**src/rtl/sort_controller.sv**
```systemverilog
`default_nettype none
// ============================================================================
// Module   : sort_controller
// Purpose  : Sequencing FSM for the in-place ascending exchange-sort datapath.
//            Define SORT_STATS_EN to add compare/swap statistics outputs.
// Revision : 1.0 - initial release
// ============================================================================
module sort_controller #(
    parameter int K = 8
) (
    input  logic       clk,
    input  logic       rst,
    input  logic       start,
    output logic       busy,
    output logic       done,
    output logic       mem_own,
    input  logic       AgtB,
    input  logic       zi,
    input  logic       zj,
    output logic       EA,
    output logic       EB,
    output logic       Li,
    output logic       Ei,
    output logic       Lj,
    output logic       Ej,
    output logic       Csel,
    output logic       WE,
    output logic       Bout
`ifdef SORT_STATS_EN
    ,
    output logic [5:0] cmp_count,
    output logic [5:0] swap_count
`endif
);

    if (K < 2 || K > 8) begin : g_k_range_check
        $error("sort_controller: K must be in 2..8");
    end

    typedef enum logic [3:0] {
        S_IDLE     = 4'd0,
        S_INIT     = 4'd1,
        S_LOAD_A   = 4'd2,
        S_LOAD_B   = 4'd3,
        S_CMP      = 4'd4,
        S_SWAP1    = 4'd5,
        S_SWAP2    = 4'd6,
        S_RELOAD_A = 4'd7,
        S_NEXT_J   = 4'd8,
        S_NEXT_I   = 4'd9,
        S_DONE     = 4'd10
    } state_t;

    state_t r_state;
    state_t w_next;

    always_ff @(posedge clk) begin
        if (!rst) begin
            r_state <= S_IDLE;
        end else begin
            r_state <= w_next;
        end
    end

    always_comb begin
        w_next = r_state;
        done   = 1'b0;
        EA     = 1'b0;
        EB     = 1'b0;
        Li     = 1'b0;
        Ei     = 1'b0;
        Lj     = 1'b0;
        Ej     = 1'b0;
        Csel   = 1'b0;
        WE     = 1'b0;
        Bout   = 1'b0;
        case (r_state)
            S_IDLE: begin
                if (start) begin
                    w_next = S_INIT;
                end
            end
            S_INIT: begin
                Li     = 1'b1;
                w_next = S_LOAD_A;
            end
            S_LOAD_A: begin
                EA     = 1'b1;
                Lj     = 1'b1;
                w_next = S_LOAD_B;
            end
            S_LOAD_B: begin
                Csel   = 1'b1;
                EB     = 1'b1;
                w_next = S_CMP;
            end
            S_CMP: begin
                w_next = AgtB ? S_SWAP1 : S_NEXT_J;
            end
            // Swap writes mem[i] <= B then mem[j] <= A; A is then refreshed
            // from mem[i] so later comparisons use the new minimum.
            S_SWAP1: begin
                Bout   = 1'b1;
                WE     = 1'b1;
                w_next = S_SWAP2;
            end
            S_SWAP2: begin
                Csel   = 1'b1;
                WE     = 1'b1;
                w_next = S_RELOAD_A;
            end
            S_RELOAD_A: begin
                EA     = 1'b1;
                w_next = S_NEXT_J;
            end
            S_NEXT_J: begin
                if (zj) begin
                    w_next = S_NEXT_I;
                end else begin
                    Ej     = 1'b1;
                    w_next = S_LOAD_B;
                end
            end
            S_NEXT_I: begin
                if (zi) begin
                    w_next = S_DONE;
                end else begin
                    Ei     = 1'b1;
                    w_next = S_LOAD_A;
                end
            end
            S_DONE: begin
                done   = 1'b1;
                w_next = S_IDLE;
            end
            default: begin
                w_next = S_IDLE;
            end
        endcase
    end

    assign busy    = (r_state != S_IDLE);
    assign mem_own = busy;

`ifdef SORT_STATS_EN
    logic [5:0] r_cmp_count;
    logic [5:0] r_swap_count;

    always_ff @(posedge clk) begin
        if (!rst) begin
            r_cmp_count  <= 6'd0;
            r_swap_count <= 6'd0;
        end else if (r_state == S_IDLE && start) begin
            r_cmp_count  <= 6'd0;
            r_swap_count <= 6'd0;
        end else begin
            if (r_state == S_CMP) begin
                r_cmp_count <= r_cmp_count + 6'd1;
            end
            if (r_state == S_SWAP1) begin
                r_swap_count <= r_swap_count + 6'd1;
            end
        end
    end

    assign cmp_count  = r_cmp_count;
    assign swap_count = r_swap_count;
`endif

endmodule
`default_nettype wire

```
**config.mk**
```make
export PLATFORM = sky130hd
export DESIGN_NAME = sort_controller
export DESIGN_NICKNAME = d
export VERILOG_FILES = /design/src/rtl/sort_controller.sv
export SDC_FILE = /design/constraint.sdc
export NUM_CORES = 1
export LEC_CHECK = 0
export BUFFER_PORTS_ARGS = -buffer_cell sky130_fd_sc_hd__buf_4
export CAP_MARGIN = 20
export CORE_AREA = 2 2 39 41
export DETAILED_ROUTE_END_ITERATION = 16
export DIE_AREA = 0 0 41 43
export GPL_TIMING_DRIVEN = 0
export PLACE_DENSITY = 0.57
export SLEW_MARGIN = 20
export SYNTH_ARGS = -nofsm -noshare
export SYNTH_HDL_FRONTEND = slang
export SYNTH_SLANG_ARGS = --single-unit
```
**constraint.sdc**
```tcl
create_clock -name clk -period 1.95 [get_ports clk]
set_input_delay 0.195 -clock clk [delete_from_list [all_inputs] [get_ports clk]]
set_output_delay 0.195 -clock clk [all_outputs]
set_load 0.01 [all_outputs]
```
After elaboration in Yosys (flattened, before gate mapping)

Cells that the tools add are included.

Equality and inequality tests: 11
Mux-type cells: 17
Reduce and logical (&&, ||, !) cells: 5

Operators with widths:

| operator                                       | count |
|---|---|
| one-hot mux 4 bit (10 select lines)            | 1 |
| == test 4 x 3 -> 1 bit (second input constant) | 4 |
| two-way mux 4 bit                              | 4 |
| == test 4 bit (second input constant)          | 3 |
| two-way mux 1 bit                              | 12 |
| == test 4 x 2 -> 1 bit (second input constant) | 2 |
| OR reduction 2 bit                             | 3 |
| == test 4 x 1 -> 1 bit (second input constant) | 1 |
| logical NOT 4 bit                              | 1 |
| nonzero test 4 bit                             | 1 |
| inequality test 2 bit (second input constant)  | 1 |

Bits in registers: 4
Bits of input ports: 6
Output and inout bits: 12
Word-level logic and storage cells: 34

Depth between registers and ports, before layout

Depth after elaboration: 3
Depth in mapped cells: 4
Gate-level depth less buffers: 3

Worst setup path before layout

OpenSTA, ideal clock, no wires.

Path kind: reg2reg
Start: reg r_state[0]
End: reg r_state[0]
Library setup time: 0.124 ns
Arrival: 1.136 ns
Data required time: 1.826 ns
Setup slack: 0.690 ns
Stages on the path, launching flop included: 4
Path buffers: 0
Period minus slack after synthesis: 1.260 ns
Cells stage by stage: dfxtp_1 or4_4 o211ai_2 a211oi_1

Word-level cells in the longest chain between the ends: 2
Elaborated cells between the ends (all ways): 12
Those cells by class: eq/ne: 10; mux: 1; reduce/logical: 1

RTL lines:

| element                                                                      | line | source |
|---|---|---|
| start: declaration                                                           | 54   | `state_t r_state;` |
| start signal: assignment                                                     | 61   | `r_state <= w_next;` |
| == test 4 bit (tied with other cells)                                        | 77   | `case (r_state)` |
| one-hot mux 4 bit (10 select lines) or inequality test 2 bit (tied branches) | n/a  |  |

Several ways; a longest one is shown, not always the timed one.
A chain may end at the register's enable or synchronous reset.

Worst setup path after layout

Start: reg r_state[3]
End: out mem_own

Word-level cells in the longest chain between the ends: 1

RTL lines:

| element            | line | source |
|---|---|---|
| nonzero test 4 bit | 142  | `assign busy = (r_state != S_IDLE);` |
| end: declaration   | 16   | `output logic mem_own,` |

No other way between the ends.

==> impl_metrics.json <==
{
  "status": "completed",
  "syn_area_per_cell_um2": 7.407,
  "finalSetupViolCount": 0,
  "synth_fa_ha_area_share_pct": 0,
  "ys.flop_type": "dfxtp_1",
  "clkTransAtPathRegs_ps": 40,
  "grt_max_degree": 11,
  "synth_area_leaders": "dfxtp_1 (22%), nor3b_1 (10%), o21ai_0 (5.4%)",
  "yosys_warnings": 0,
  "final_util_pct": 39.06,
  "cts_resized": 0,
  "netlist_area_um2": 370.4,
  "slew_violations": 0,
  "finalSetupTns_ps": 0,
  "finalCritPeriodShare_pct": 82.35,
  "drc_errors": 0,
  "end_kind": "primary output",
  "grt_usage_pct": 13.05,
  "root_buffer": "clkbuf_4",
  "area_growth_pct": 45.95,
  "hold_class": "primary input to flip-flop",
  "placementRows": 14,
  "worst-path-max-fanout": 7,
  "yosysTopAreaCell": "dfxtp_1",
  "synth-xor-area-share_pct": 4.730,
  "syn_nets": 56,
  "cts_made_buffers": 3,
  "ir_drop_uv": 347.8,
  "wire_per_inst_um": 11.06,
  "die_height_um": 43,
  "antenna_found_initial": 0,
  "rsz0062_at_grt": "false",
  "io_buffers": 17,
  "grt_pass1_vias": 340,
  "layout-drive-gt1-share_pct": 40.00,
  "netlist_top_cells_count": "nor2_1 (5), nor3b_1 (5), dfxtp_1 (4), o21ai_0 (4)",
  "start_util_pct": 26.76,
  "synth_compound_area_share_pct": 20.95,
  "regArea_um2": 80.08,
  "synthSimpleGateAreaFrac_pct": 44.59,
  "synth_top_area_share_pct": 21.62,
  "largestRegisters": "r_state (4)",
  "vias": 408,
  "cts.sinks": 4,
  "clk_latency_ps": 230,
  "ys_types": 25,
  "total_leakage_power_nw": 0.2363,
  "placed_area_um2": 518.0,
  "final.min_clock_period_ps": 1606,
  "dpl.hpwl_um": 716.7,
  "largest-register": "r_state",
  "setup_ws_ps": 344.2,
  "fmax_ghz": 0.6228,
  "diodes": 0,
  "drt_first_pass_iters": 4,
  "largest_reg_flops": 4,
  "critical_path_class": "flip-flop to primary output",
  "vias_per_cell": 4.744,
  "wl_um": 951,
  "fillers": 157,
  "synth_edf_count": 0,
  "htreeDepth": 1,
  "required_ps": 1750,
  "cp.arrival_ps": 1410,
  "fp.dieArea_um2": 1763,
  "slew_headroom_pct": 78.35,
  "clk_path_buf_depth": 2,
  "ant_nets": 0,
  "dp_slack_ps": 590.7,
  "synthMuxAreaShare_pct": 0,
  "grt_pass1_wl_um": 1545,
  "stdcell_area_um2": 540.5,
  "start_kind": "flip-flop",
  "multi_input_area_um2": 260.3,
  "fp.dieW_um": 41,
  "drt_first_iter_violations": 2,
  "hold_viol_final": 0,
  "tritoncts": "done",
  "synth_top_family_by_area": "simple AND/OR/NAND/NOR gates",
  "p_total_w": 0.0003090,
  "grt-ovfl-total": 0,
  "tightest_slew_ps": 324.7,
  "synth-async-reset-ratio_pct": 0,
  "post-cts-setup-buffers": 0,
  "fin_nets": 78,
  "synth_seq_area_share_pct": 21.62,
  "postSynthCellCount": 50,
  "coreArea_um2": 1384,
  "gp_congestion": 0.7710,
  "drv_cap": 0,
  "hold_buffers": 0,
  "p_per_area_nw_per_um2": 571.7,
  "io_pins": 18,
  "ys_seq_elements": 4,
  "skew_ps": 2.562
}
[layer usage]
| layer | vias up | part of all wire, % | track usage (%) |
|---|---|---|---|
| met1 | 173 | 45 | 19.29 |
| met5 | - | 0 | 0 |
| li1 | 218 | - | - |
| met4 | 0 | 0 | 4.000 |
| met3 | 0 | 10 | 6.283 |
| met2 | 17 | 44 | 16.25 |
[per-stage QoR]
step	hold WS, ps	std cells
after floorplan	341.0	50
final	260.7	86
after global placement	500.9	83
after global routing	268.2	86
after CTS	249.1	86
after detailed placement	492.3	83
[final cells by class]
cell class / count / area share, %
Buffer: 5 / 4.861
Inverter: 1 / 0.6944
Multi-Input combinational cell: 40 / 48.15
Timing Repair Buffer: 17 / 23.61
Tap cell: 16 / 3.704
Clock buffer: 3 / 4.167
Sequential cell: 4 / 14.81
[critical path, cell delays in order (launching register included)]
cell,delay [ps]
dfxtp_1,360
or4_4,550
buf_4,140
buf_4,130
[cell usage in the layout (no fill, tap or decap), drive strengths merged, types with 2 or more instances in the layout]
cell	count
or2	2
nand2b	3
nor3	3
o21ai	4
clkbuf	4
and3b	2
a21oi	3
o21bai	2
buf	21
nor2	5
nor3b	5
dfxtp	4
[power breakdown]
| group | total, W | leakage, nW | switching (W) | internal [W] |
|---|---|---|---|---|
| registers | 0.0000948 | 0.0326 | 0.00000723 | 0.0000876 |
| logic | 0.000112 | 0.190 | 0.0000534 | 0.0000590 |
| clock network | 0.000102 | 0.0138 | 0.0000331 | 0.0000688 |
[cells by family (layout without fill, tap and decap cells)]
family          after synthesis  after routing
flops                         4              4
xor+xnor                      2              2
buf+inv                       6             26
compound gates               12             12
simple gates                 26             26
[final timing paths]
path                                               from  depth (start not counted)  slack (ps)                       to
worst min-delay path                                rst                          3         260  r_state[1]$_SDFFE_PN0P_
worst max register to register  r_state[3]$_SDFFE_PN0P_                          3         630  r_state[0]$_SDFFE_PN0P_
worst min register to register  r_state[1]$_SDFFE_PN0P_                          3         680  r_state[1]$_SDFFE_PN0P_
worst max-delay path            r_state[3]$_SDFFE_PN0P_                          3         340                  mem_own
(Power assumes the default switching activity.)
